### src/rtl/cpu.sv
// Multicycle 16-bit CPU datapath: IR, PC, 8x16 register file, operand buffers,
// ALU output and status registers. All enables and selects come from an external control unit.
module cpu #(
  parameter int WORD_SIZE     = 16,
  parameter int ALU_OP_SIZE   = 3,
  parameter int REG_ADDR_SIZE = 3
) (
  input  logic                 clk,
  input  logic                 rst,
  input  logic                 ALU_in2_mux,
  input  logic                 mem_out_mux,
  input  logic [1:0]           PC_mux,
  input  logic [1:0]           memory_addr_mux,
  input  logic [1:0]           data_in_mux,
  input  logic                 reg_buff1_write,
  input  logic                 reg_buff2_write,
  input  logic                 status_reg_write,
  input  logic                 ALU_out_write,
  input  logic                 reg_write,
  input  logic                 PC_write,
  input  logic                 IR_write,
  input  logic [WORD_SIZE-1:0] memory_in,
  output logic [WORD_SIZE-1:0] memory_addr,
  output logic [WORD_SIZE-1:0] memory_out,
  output logic [4:0]           opcode,
  output logic [WORD_SIZE-1:0] status_reg
);

  localparam int NUM_REGS = 2 ** REG_ADDR_SIZE;

  logic [WORD_SIZE-1:0] ir_q, pc_q, buff1_q, buff2_q, alu_out_q, status_q;
  logic [WORD_SIZE-1:0] rf_q [NUM_REGS];

  logic [WORD_SIZE-1:0] pc_d, rf_wdata_d, status_d;
  logic [WORD_SIZE-1:0] alu_a, alu_b, alu_res;
  logic [WORD_SIZE:0]   sum_w;
  logic                 alu_c, alu_v;
  logic [REG_ADDR_SIZE-1:0] rd, rs1, rs2, buff1_addr;
  logic [ALU_OP_SIZE-1:0]   alu_op;
  logic [7:0]           imm8;
  logic [4:0]           imm5;
  logic [WORD_SIZE-1:0] imm8_sext, imm8_zext, imm5_sext;

  assign opcode    = ir_q[15:11];
  assign rd        = ir_q[2:0];
  assign rs1       = ir_q[5:3];
  assign rs2       = ir_q[8:6];
  assign imm8      = ir_q[10:3];
  assign imm5      = ir_q[10:6];
  assign alu_op    = opcode[ALU_OP_SIZE-1:0];
  assign imm8_sext = {{(WORD_SIZE-8){imm8[7]}}, imm8};
  assign imm8_zext = {{(WORD_SIZE-8){1'b0}}, imm8};
  assign imm5_sext = {{(WORD_SIZE-5){imm5[4]}}, imm5};

  // Immediate/memory-class instructions use rd as the source of buff1 (e.g. store data)
  assign buff1_addr = (opcode[4:3] == 2'b11) ? rd : rs1;
  assign status_reg = status_q;

  always_comb begin
    alu_a   = buff1_q;
    alu_b   = ALU_in2_mux ? buff2_q : imm5_sext;
    alu_res = '0;
    alu_c   = 1'b0;
    alu_v   = 1'b0;
    sum_w   = '0;
    case (alu_op)
      3'd0: begin
        sum_w   = {1'b0, alu_a} + {1'b0, alu_b};
        alu_res = sum_w[WORD_SIZE-1:0];
        alu_c   = sum_w[WORD_SIZE];
        alu_v   = (alu_a[WORD_SIZE-1] == alu_b[WORD_SIZE-1]) &&
                  (alu_res[WORD_SIZE-1] != alu_a[WORD_SIZE-1]);
      end
      3'd1: begin
        // A + ~B + 1: carry out is the no-borrow flag
        sum_w   = {1'b0, alu_a} + {1'b0, ~alu_b} + (WORD_SIZE+1)'(1);
        alu_res = sum_w[WORD_SIZE-1:0];
        alu_c   = sum_w[WORD_SIZE];
        alu_v   = (alu_a[WORD_SIZE-1] != alu_b[WORD_SIZE-1]) &&
                  (alu_res[WORD_SIZE-1] != alu_a[WORD_SIZE-1]);
      end
      3'd2:    alu_res = alu_a & alu_b;
      3'd3:    alu_res = alu_a | alu_b;
      3'd4:    alu_res = alu_a ^ alu_b;
      3'd5:    alu_res = ~alu_a;
      3'd6:    alu_res = alu_a << alu_b[3:0];
      default: alu_res = alu_a >> alu_b[3:0];
    endcase
    status_d      = '0;
    status_d[3:0] = {alu_v, alu_c, alu_res[WORD_SIZE-1], alu_res == '0};
  end

  always_comb begin
    case (PC_mux)
      2'd0:    pc_d = pc_q + WORD_SIZE'(1);
      2'd1:    pc_d = alu_out_q;
      2'd2:    pc_d = imm8_sext;
      default: pc_d = buff1_q;
    endcase
    case (memory_addr_mux)
      2'd0:    memory_addr = pc_q;
      2'd1:    memory_addr = alu_out_q;
      2'd2:    memory_addr = imm8_zext;
      default: memory_addr = buff2_q;
    endcase
    case (data_in_mux)
      2'd0:    rf_wdata_d = alu_out_q;
      2'd1:    rf_wdata_d = memory_in;
      2'd2:    rf_wdata_d = imm8_zext;
      default: rf_wdata_d = pc_q;
    endcase
    memory_out = mem_out_mux ? pc_q : buff1_q;
  end

  always_ff @(posedge clk) begin
    if (rst) begin
      ir_q      <= '0;
      pc_q      <= '0;
      buff1_q   <= '0;
      buff2_q   <= '0;
      alu_out_q <= '0;
      status_q  <= '0;
      for (int i = 0; i < NUM_REGS; i++) rf_q[i] <= '0;
    end else begin
      if (IR_write)         ir_q      <= memory_in;
      if (PC_write)         pc_q      <= pc_d;
      if (reg_buff1_write)  buff1_q   <= rf_q[buff1_addr];
      if (reg_buff2_write)  buff2_q   <= rf_q[rs2];
      if (ALU_out_write)    alu_out_q <= alu_res;
      if (status_reg_write) status_q  <= status_d;
      if (reg_write)        rf_q[rd]  <= rf_wdata_d;
    end
  end

endmodule

### config.mk
export PLATFORM = sky130hd
export DESIGN_NAME = cpu
export DESIGN_NICKNAME = d
export VERILOG_FILES = /design/src/rtl/cpu.sv
export SDC_FILE = /design/constraint.sdc
export NUM_CORES = 1
export LEC_CHECK = 0
export CELL_PAD_IN_SITES_DETAIL_PLACEMENT = 1
export CELL_PAD_IN_SITES_GLOBAL_PLACEMENT = 1
export CORE_ASPECT_RATIO = 0.6
export CORE_UTILIZATION = 40
export DETAILED_ROUTE_END_ITERATION = 7
export HOLD_SLACK_MARGIN = 0.1
export PLACE_DENSITY = 0.68
export SYNTH_ARGS = -nofsm -noshare
export SYNTH_HDL_FRONTEND = slang
export SYNTH_SLANG_ARGS = --single-unit
### constraint.sdc
create_clock -name clk -period 9.1 [get_ports clk]
set_input_delay 1.82 -clock clk [delete_from_list [all_inputs] [get_ports clk]]
set_output_delay 1.82 -clock clk [all_outputs]
set_load 0.05 [all_outputs]
==> metrics, run 1 <==
hold_buf cts=0; full die area=slightly below 40,000 um2; Clk pin slew, worst setup/hold paths=70 ps; design area=roughly 17,000 um2; reg2reg path depth=14; routed wire length=between 60 and 70 mm; number of synthesis warnings=0; Sequential cell area=5530 um2; fraction of registers with async set/reset=0%; Initial Utilization=41.3%; final hold slack=~480 ps; initial drt markers=1,566; Levels on crit path=15; status=complete, no violations; Die Ht=approximately 150 um; Post-CTS Setup Inserts=0; Layout area overhead=12.6%; drt drc=0; Largest Register=rf_q; CTS tree=done; Fmax=roughly 150 MHz; Die W=254 um; CP top delay family=compound AO/OA/AOI/OAI gates; Critical R2R Launch=ir_q[10]; final worst slack=around 2600 ps; PD cells=between 150 and 200 nW/um2; via count=approximately 13,000; Root Driver=clkbuf_16; slowest stage cell, crit path=clkdlybuf4s50_1; RSZ-0062 raised after global routing=false; global-route total usage across every layer=roughly 32%; Crit path required time=9540 ps; post-cts resize count=0; # fillers=between 4,000 and 5,000; hold path start=status_reg[3]; via/cell ratio=~6.5; CP Max Fanout=24; Synth Flop Type=edfxtp_1; Largest register FFs=between 100 and 150; worst vdd ir=approximately 0.16 mV; initial antenna violation count=2; reg-to-reg endpoint=status_reg[1]; CP peak stage delay=1110 ps; worst path buffer plus inverter count=3; Pre-antenna DRT Iters=5; register bit count reported by yosys=roughly 210; H-Tree Depth=1; largest net degree at the start of global routing=68; pins over their slew limit=0; first-pass GRT wire length=roughly 90 mm; CORE AREA=between 30,000 and 40,000 um2; Distinct cells, synth=slightly below 80; placed cell areas=between 15,000 and 20,000 um2; Leak=between 6 and 7 nW; sequential share of the synthesized area=a little over a third; Hold Path Class=reg2reg; CP arrival=approximately 7000 ps; endpoint type of the worst setup path=register; vias in the first global route=between 10,000 and 15,000; clock skew=about 24 ps; min Tclk post-route=6520 ps; worst hold path cell count=2; Clk Latency, worst-skew pair=approximately 540 ps; clk buf depth=3; ANT cells=0; crit share post-route=71.7%; Hold EP=status_reg[3]; Setup TNS=0 ps; IO buf count=73; Worst Max-Slew Pin Slew=1300 ps; endpoints failing setup=0; Post-synth EDFFs=128; nature of the critical path startpoint=input port; TritonCTS Sinks=~210; setup slack, reg-to-reg=between 4000 and 5000 ps; maxcap violations=0; Cell Rows=54; Final nets=between 1,500 and 2,000; layout cells sized above 1=between 10 and 15%; Final HPWL DP=between 40 and 50 mm; Routed Antenna Nets=0; Worst slew margin=a little over an eighth; CTS buffer count=22; Cell Area, Synth=15,200 um2; Avg Cell Area, Syn=~10 um2; crit path kind=in2reg; crit path cell chain=clkdlybuf4s50_1, mux2i_4, buf_4, inv_1, ha_1, a211oi_1, nor4_1, o41ai_1, o21bai_1, a31oi_1, o21bai_1, or2_2, a32oi_1, nor3_1, a211oi_1; routed len/inst=about 30 um; Fin. Hold Viols=0; I/O pin cnt=86; GP Congestion=~1.0; total gr overflow=0; Setup WS pre-CTS=2240 ps; Mapped Cells=1,526; multi-input logic area=approximately 9000 um2
## tightest hold or removal path, stage by stage (launching register included)
cell	delay [ps]
dfxtp_1	320
nand2b_1	60
a21oi_1	50
## Yosys cell counts, types with 24 or more instances
cell type  number  share of area [%]
a211oi_1       58                2.9
a21oi_1        66                2.2
buf_4          24                1.2
clkbuf_1       87                2.1
dfxtp_1        84                 11
edfxtp_1      128                 25
ha_1           57                4.7
inv_1          47                1.2
mux2i_1       135                8.9
mux4_2         98                 14
nand2_1        94                2.3
nor2_1        279                6.9
o21ai_0        57                1.9
## stage by stage
step / power (mW) / util (%) / cells
final: 2.93 / 46.4 / 2062
after detailed placement: 1.95 / 44.4 / 2022
after floorplan: 1.67 / - / 1537
after CTS: 2.91 / 46.4 / 2062
after global routing: 3.02 / 46.4 / 2062
after global placement: 1.93 / 44.4 / 2022
## report_power, final
group,internal [mW],switching (mW),leakage [nW]
registers,1.07,0.0661,2.01
logic,0.297,0.520,4.08
clock network,0.563,0.411,0.367
total,1.93,0.997,6.46
## layer usage
| metal | part of all wire [%] | global-route usage, % | vias up |
|---|---|---|---|
| met5 | 0.043 | 0 | - |
| met4 | 1.3 | 4.88 | 4 |
| met3 | 13 | 11.4 | 58 |
| met2 | 39 | 42.8 | 755 |
| met1 | 47 | 49.7 | 6836 |
| li1 | - | - | 5654 |
## placed cells by master, fill, tap and decap left out, types with 13 or more instances in the layout
cell             netlist  layout
a21oi_1               66      66
mux4_2                98      98
nand3_1               18      18
xnor2_1               15      15
ha_1                  57      57
a211oi_1              58      58
nor3_1                18      18
nand2_1               94      94
dfxtp_1               84      82
inv_1                 47      47
o21ai_0               57      57
mux2_2                16      16
edfxtp_1             128     128
nor2_1               279     279
buf_4                 24      51
o22ai_1               13      13
clkdlybuf4s50_1        0      72
mux2i_1              135     132
clkbuf_16              0      23
nand2b_1              16      16
## cell type report
class	count	share of cell area, %
Timing Repair Buffer	123	6.43
Inverter	50	1.09
Sequential cell	212	32.2
Tap cell	504	3.67
Clock inverter	7	0.554
Multi-Input combinational cell	1133	52.2
Clock buffer	33	3.86
## cells by family (layout without fill, tap and decap cells)
family / after synthesis / after routing / share of synthesized area [%]
AOI/OAI and AO/OA: 312 / 312 / 13.8
xor gates and xnor gates: 23 / 23 / 1.32
adders and majority gates: 59 / 59 / 4.94
buffers and inverters: 192 / 213 / 5.54
DFF: 212 / 212 / 36.2
muxes: 252 / 252 / 24.9
other: 1 / 12 / 0.0246
and+or+nand+nor: 475 / 475 / 13.2
## how the worst max path moves through the flow
stage	endpoint	start
floorplan	memory_addr[10]	memory_addr_mux[1]
global placement	status_reg[1]	ALU_in2_mux
detailed placement	status_reg[1]	ALU_in2_mux
CTS	status_reg[1]	ALU_in2_mux
global route	status_reg[1]	ALU_in2_mux
finish	status_reg[1]	ALU_in2_mux
(Power assumes the default switching activity.)
==> inputs of run 2 (changes only) <==
--- a/config.mk
+++ b/config.mk
@@ -11,7 +11,7 @@
 export CORE_UTILIZATION = 40
 export DETAILED_ROUTE_END_ITERATION = 7
 export HOLD_SLACK_MARGIN = 0.1
-export PLACE_DENSITY = 0.68
+export PLACE_DENSITY = 0.71
 export SYNTH_ARGS = -nofsm -noshare
 export SYNTH_HDL_FRONTEND = slang
 export SYNTH_SLANG_ARGS = --single-unit
==> constraint.sdc (replaced) <==
create_clock -name clk -period 5.2 [get_ports clk]
set_input_delay 1.04 -clock clk [delete_from_list [all_inputs] [get_ports clk]]
set_output_delay 1.04 -clock clk [all_outputs]
set_load 0.05 [all_outputs]
==> run 2 against run 1 <==
Sequential share of layout area shrank 0.59 points. First-iteration DRC count decreased by 12%. Routed wire length increased by 0.77%. Total power is 72% higher. Clock power increased by 56%. Global-route usage up 0.16 points. Design area up 1.9%. Worst setup slack lost 2400 ps. Final cell count up 2.6%. Highest routed layer is now met4. Sequential cell count is the same. Combinational power rose by 86%. Largest power group unchanged.
==> metrics, run 2 (synthesis results as in run 1) <==
initial antenna violation count=2 (unchanged); vias in the first global route=13,200 (about the same); maxcap violations=0 (unchanged); most used cell, CP=buf_4; final std cells w/o fill=2,116 (was 2,062); CP Max Fanout=11 (was 24); Final HPWL DP=47.8 mm (was 46.3 mm); RSZ-0062 raised after global routing=false (unchanged); design area=17,500 um2 (was 17,200 um2); Worst Max-Slew Pin Slew=1260 ps (was 1300 ps); hold path start=status_reg[3] (unchanged); endpoint type of the worst setup path=register (unchanged); placed insts=2,077 (was 2,022); endpoints failing setup=0 (unchanged); Cell Rows=54 (unchanged); sequential share of power=39.6% (was 38.8%); CTS tree=done (unchanged); WL met3=8.23 mm (was 7.83 mm); pins over their slew limit=0 (unchanged); TritonCTS Sinks=212 (unchanged); Comb pwr share=30.2% (was 27.9%); CP arrival=5450 ps (was 6970 ps); via count=13,600 (was 13,300); status=complete, no violations (unchanged); Clk pin slew, worst setup/hold paths=60 ps (was 70 ps); clk buf depth=3 (unchanged); most frequent cells in the layout=nor2_1 (279), mux2i_1 (132), edfxtp_1 (128) (unchanged); DR WL met2=24.6 mm (about the same); Sequential cell area=5530 um2 (unchanged); Pre-antenna DRT Iters=6 (was 5); IO buf count=73 (unchanged); layout cells sized above 1=17.3% (was 13.9%); Tot Pwr=5.03 mW (was 2.93 mW); routed len/inst=29.7 um (was 30.3 um); worst vdd ir=0.190 mV (was 0.156 mV); via/cell ratio=6.40 (was 6.45); PD cells=288 nW/um2 (was 171 nW/um2); Sw Ratio=34.8% (was 34.1%); Clk Latency, worst-skew pair=520 ps (was 540 ps); Root Driver=clkbuf_16 (unchanged); CP peak stage delay=560 ps (was 1110 ps); total gr overflow=0 (unchanged); H-Tree Depth=1 (unchanged); Final nets=1,688 (was 1,634); Fmax=201 MHz; Largest register FFs=128 (unchanged); min Tclk post-route=4990 ps; final hold slack=478 ps (was 477 ps); routed wire length=62.9 mm (was 62.4 mm); Routed Antenna Nets=0 (unchanged); clock skew=16.0 ps (was 24.5 ps); P_sw=1.75 mW (was 0.997 mW); Setup WS pre-CTS=-242 ps (was 2240 ps); crit path kind=in2reg (unchanged); Initial Utilization=41.3% (unchanged); Clock Power Share=30.2% (was 33.3%); Leak=6.71 nW (was 6.46 nW); Int Pwr=3.28 mW (was 1.93 mW); nature of the critical path startpoint=input port (unchanged); crit share post-route=a little over nine tenths; top routing layer used=met4 (was met5); Die W=254 um (unchanged); Hold Path Class=reg2reg (unchanged); Setup TNS=0 ps (unchanged); slowest stage cell, crit path=a21oi_1 (was clkdlybuf4s50_1); placed cell areas=16,800 um2 (was 16,400 um2); Die Ht=153 um (unchanged); crit path cell chain=clkdlybuf4s50_1, buf_12, buf_4, a21oi_1, ha_1, buf_4, nor4_1, a21oi_1, buf_4, nor4_1, o22ai_1, xor2_1, a211oi_1, and2_1, nor4bb_1, buf_4, a31o_1 (was clkdlybuf4s50_1, mux2i_4, buf_4, inv_1, ha_1, a211oi_1, nor4_1, o41ai_1, o21bai_1, a31oi_1, o21bai_1, or2_2, a32oi_1, nor3_1, a211oi_1); initial drt markers=1,371 (was 1,566); Largest Register=rf_q (unchanged); CORE AREA=37,000 um2 (unchanged); GP Congestion=1.02 (was 1.04); commonest non-fill, non-tap cell in the layout=nor2_1 (unchanged); final worst slack=214 ps (was 2580 ps); full die area=38,900 um2 (unchanged); Worst slew margin=15.9% (was 13.4%); drt drc=0 (unchanged); multi-input logic area=8960 um2 (unchanged); Layout area overhead=14.7% (was 12.6%); Fin. Hold Viols=0 (unchanged); met1 WL=29.3 mm (was 29.1 mm); crit path from=ALU_in2_mux (unchanged); first-pass GRT wire length=91.7 mm (was 91.3 mm); Crit path required time=5660 ps (was 9540 ps); fin util=47.3% (was 46.4%); # fillers=4,108 (was 4,121); largest net degree at the start of global routing=52 (was 68); I/O pin cnt=86 (unchanged); CTS buffer count=21 (was 22); Critical R2R Launch=alu_a[0] (was ir_q[10]); global-route total usage across every layer=32.3% (was 32.1%)
==> run 2: timing repair <==
item | 4_1_cts | 5_1_grt
endpoints found under the setup margin | 0 | 1
resized for setup | 0 | 1
hold buffers | 0 | 0
buffers inserted | 0 | 0
==> run 2: critical path, delay by kind of cell <==
family	cells	cell delay, ps
simple gates	4	1090
fa+ha+maj	1	400
compound gates	5	1380
xor+xnor	1	200
buf+inv	6	1320
==> run 2: path summary, 6_finish.rpt <==
kind	to	slack, ps	cells past startpoint
setup / recovery	status_reg[0]	210	17
hold / removal	status_reg[3]	480	2
hold reg to reg	status_reg[3]	480	2
setup reg to reg	status_reg[0]	790	17
==> run 2: cell type report <==
| class | count | area share, % |
|---|---|---|
| Clock buffer | 30 | 3.49 |
| Sequential cell | 212 | 31.6 |
| Clock inverter | 8 | 0.279 |
| Timing Repair Buffer | 178 | 8.70 |
| Multi-Input combinational cell | 1133 | 51.2 |
| Antenna cell | 1 | 0.0143 |
| Inverter | 50 | 1.07 |
| Tap cell | 504 | 3.61 |
==> run 2: power by group through the flow <==
stage / combinational, mW / sequential, mW / clock, mW
3_3_place_gp: 1.46 / 2.01 / 0
3_5_place_dp: 1.47 / 2.02 / 0
6_report: 1.52 / 1.99 / 1.52
2_1_floorplan: 0.957 / 1.96 / 0
5_1_grt: 1.60 / 2.00 / 1.58
4_1_cts: 1.49 / 1.99 / 1.52
==> run 2: per-layer routing <==
| layer | GRT usage (%) | up-vias |
|---|---|---|
| met3 | 11.4 | 58 |
| met1 | 51.1 | 6905 |
| li1 | - | 5784 |
| met2 | 42.0 | 805 |
| met4 | 4.19 | 0 |
| met5 | 0 | - |
==> RTL edit (flow settings as in run 1) <==
Reset style: asynchronous (`rst`), changed in one clocked block.
--- a/src/rtl/cpu.sv
+++ b/src/rtl/cpu.sv
@@ -112,7 +112,7 @@
     memory_out = mem_out_mux ? pc_q : buff1_q;
   end
 
-  always_ff @(posedge clk) begin
+  always_ff @(posedge clk or posedge rst) begin
     if (rst) begin
       ir_q      <= '0;
       pc_q      <= '0;
Check against the original RTL: differs if rst is asserted again (counterexample within 4 cycles, from zero or initial values and one cycle with rst high); with rst held inactive, the same outputs for 4 cycles.
==> RTL edit against run 1 <==
- sequential cell count is the same
- wire length shrank 3.5%
- non-clock buffer count shrank 10
- setup slack lost 0.081 ns
- final cell count grew 1.6%
- area after synthesis grew 2.3%
- critical path depth is the same
- design area grew 1.8%
- largest cell class unchanged
Power is not compared: it rests on default switching activity, and its combinational part moved more than twofold at a synthesized area within 25%.
==> RTL edit: results (changes against run 1) <==
* Status: complete, no violations
* Nets at 1656 (+1.3%)
* Reg2reg setup slack at 3.68 ns (-0.80 ns)
* Met1 Use GR at 47.0% (-2.7 points)
* Placed inst area at 16700 um^2 (+1.9%)
* Total wire length at 60.2 mm (-3.5%)
* Non-clk buf share at 5.90% (-0.53 points)
* Slew @ Worst Pin at 1.23 ns (-0.0659 ns)
* First-pass GRT wire length at 91.0 mm (-0.33%)
* WL per Instance at 28.7 um (-5.1%)
* Worst Hold End: rf_q[24]
* Mux contribution to synthesized area at 28.0% (+3.1 points)
* Multi-input gate area in the final layout at 9510 um^2 (+6.1%)
* Routed length on met2 at 24.0 mm (-2.5%)
* Post-Synth XOR/XNOR Area at 1.18% (-0.14 points)
* Adder-cell share of the synthesized area at 4.83% (-0.11 points)
* Final clock-cell share at 4.33% (-0.092 points)
* Post-DP HPWL at 44.5 mm (-3.9%)
* Synth Area in Compound Gates at 14.6% (+0.80 points)
* Total Routing Usage GR at 30.6% (-1.5 points)
* Seq/total area at 30.4% (-1.8 points)
* Cell Count Post-Placement at 2051 (+1.4%)
* Layout clock buffer count at 35 (+6.1%)
* Clk_skew at 0.0242 ns (-0.000329 ns)
* Critical path fanouts, max at 32 (+33%)
* Most instantiated cells after synthesis: dfrtp_1, a21oi_1, nor2_1
* Metal3 WL at 6.06 mm (-23%)
* Synthesized area per cell at 10.0 um^2 (about the same)
* GR Util met3 at 9.35% (-2.1 points)
* Bufs w/o clock at 113 (-8.1%)
* Number of multi-input logic gates at 1156 (+2.0%)
* Fraction of area in multi-input gates at 54.4% (+2.2 points)
* Vias per cell at 6.36 (-1.4%)
* WP data arrival at 7.08 ns (+0.11 ns)
* # Taps at 513 (+1.8%)
* Largest net degree at the start of global routing at 91 (+34%)
* Hold slack at 0.504 ns (+0.0273 ns)
* Worst Reg-to-Reg Cells at 16 (+2)
* Share of cells above drive strength 1 at 18.7% (+4.8 points)
* Post-synth top flop: dfrtp_1
* Fillers at 4202 (+2.0%)
* Post-synth ARST share at 100% (+100 points)
* Vias in the first global route at 13400 (+2.3%)
* Beginning of the worst hold path: rf_q[24]
* Share of the yosys chip area belonging to registers at 34.0% (-2.2 points)
* Grt met2 use at 41.4% (-1.4 points)
* DRT iter0 DRCs at 1360 (-13%)
* R2r startpoint: ir_q[6]
* Met1 Wirelength at 28.9 mm (-0.67%)
* Cts bufs inserted at 24 (+9.1%)
* ANT cells at 2 (+2)
* Final period util at 72.6% (+0.89 points)
-- RTL edit: cell count changes in the layout (fill, tap and decap cells not counted), moves of 11 or more --
cell      delta
a211oi_1    -44
a21oi_1     +70
buf_4       -11
dfrtp_1    +209
dfxtp_1     -82
edfxtp_1   -128
mux2_2      +73
mux2i_1     -30
nand2_1     +23
nor2_1     -145
nor3_1      +15
o21ai_0     +42
-- RTL edit: critical path, cell delays in order --
cell and delay [ns]:
clkdlybuf4s50_1 0.72, buf_4 0.34, mux2i_4 0.26, buf_4 0.45
inv_1 0.30, ha_1 0.30, a211oi_2 0.37, o21ai_0 0.16
a21oi_1 0.32, o21a_1 0.33, o21a_1 0.22, o41ai_1 0.10
or3_1 0.37, a2111oi_1 0.73, a41o_1 0.27
-- RTL edit: cells by family (layout without fill, tap and decap cells) --
family,count (synthesis),in the layout
flops,212,212
mux,298,298
compound gates,369,369
other cells,1,14
xor+xnor,21,21
buf+inv,204,213
fa+ha+maj,59,59
simple gates,397,397
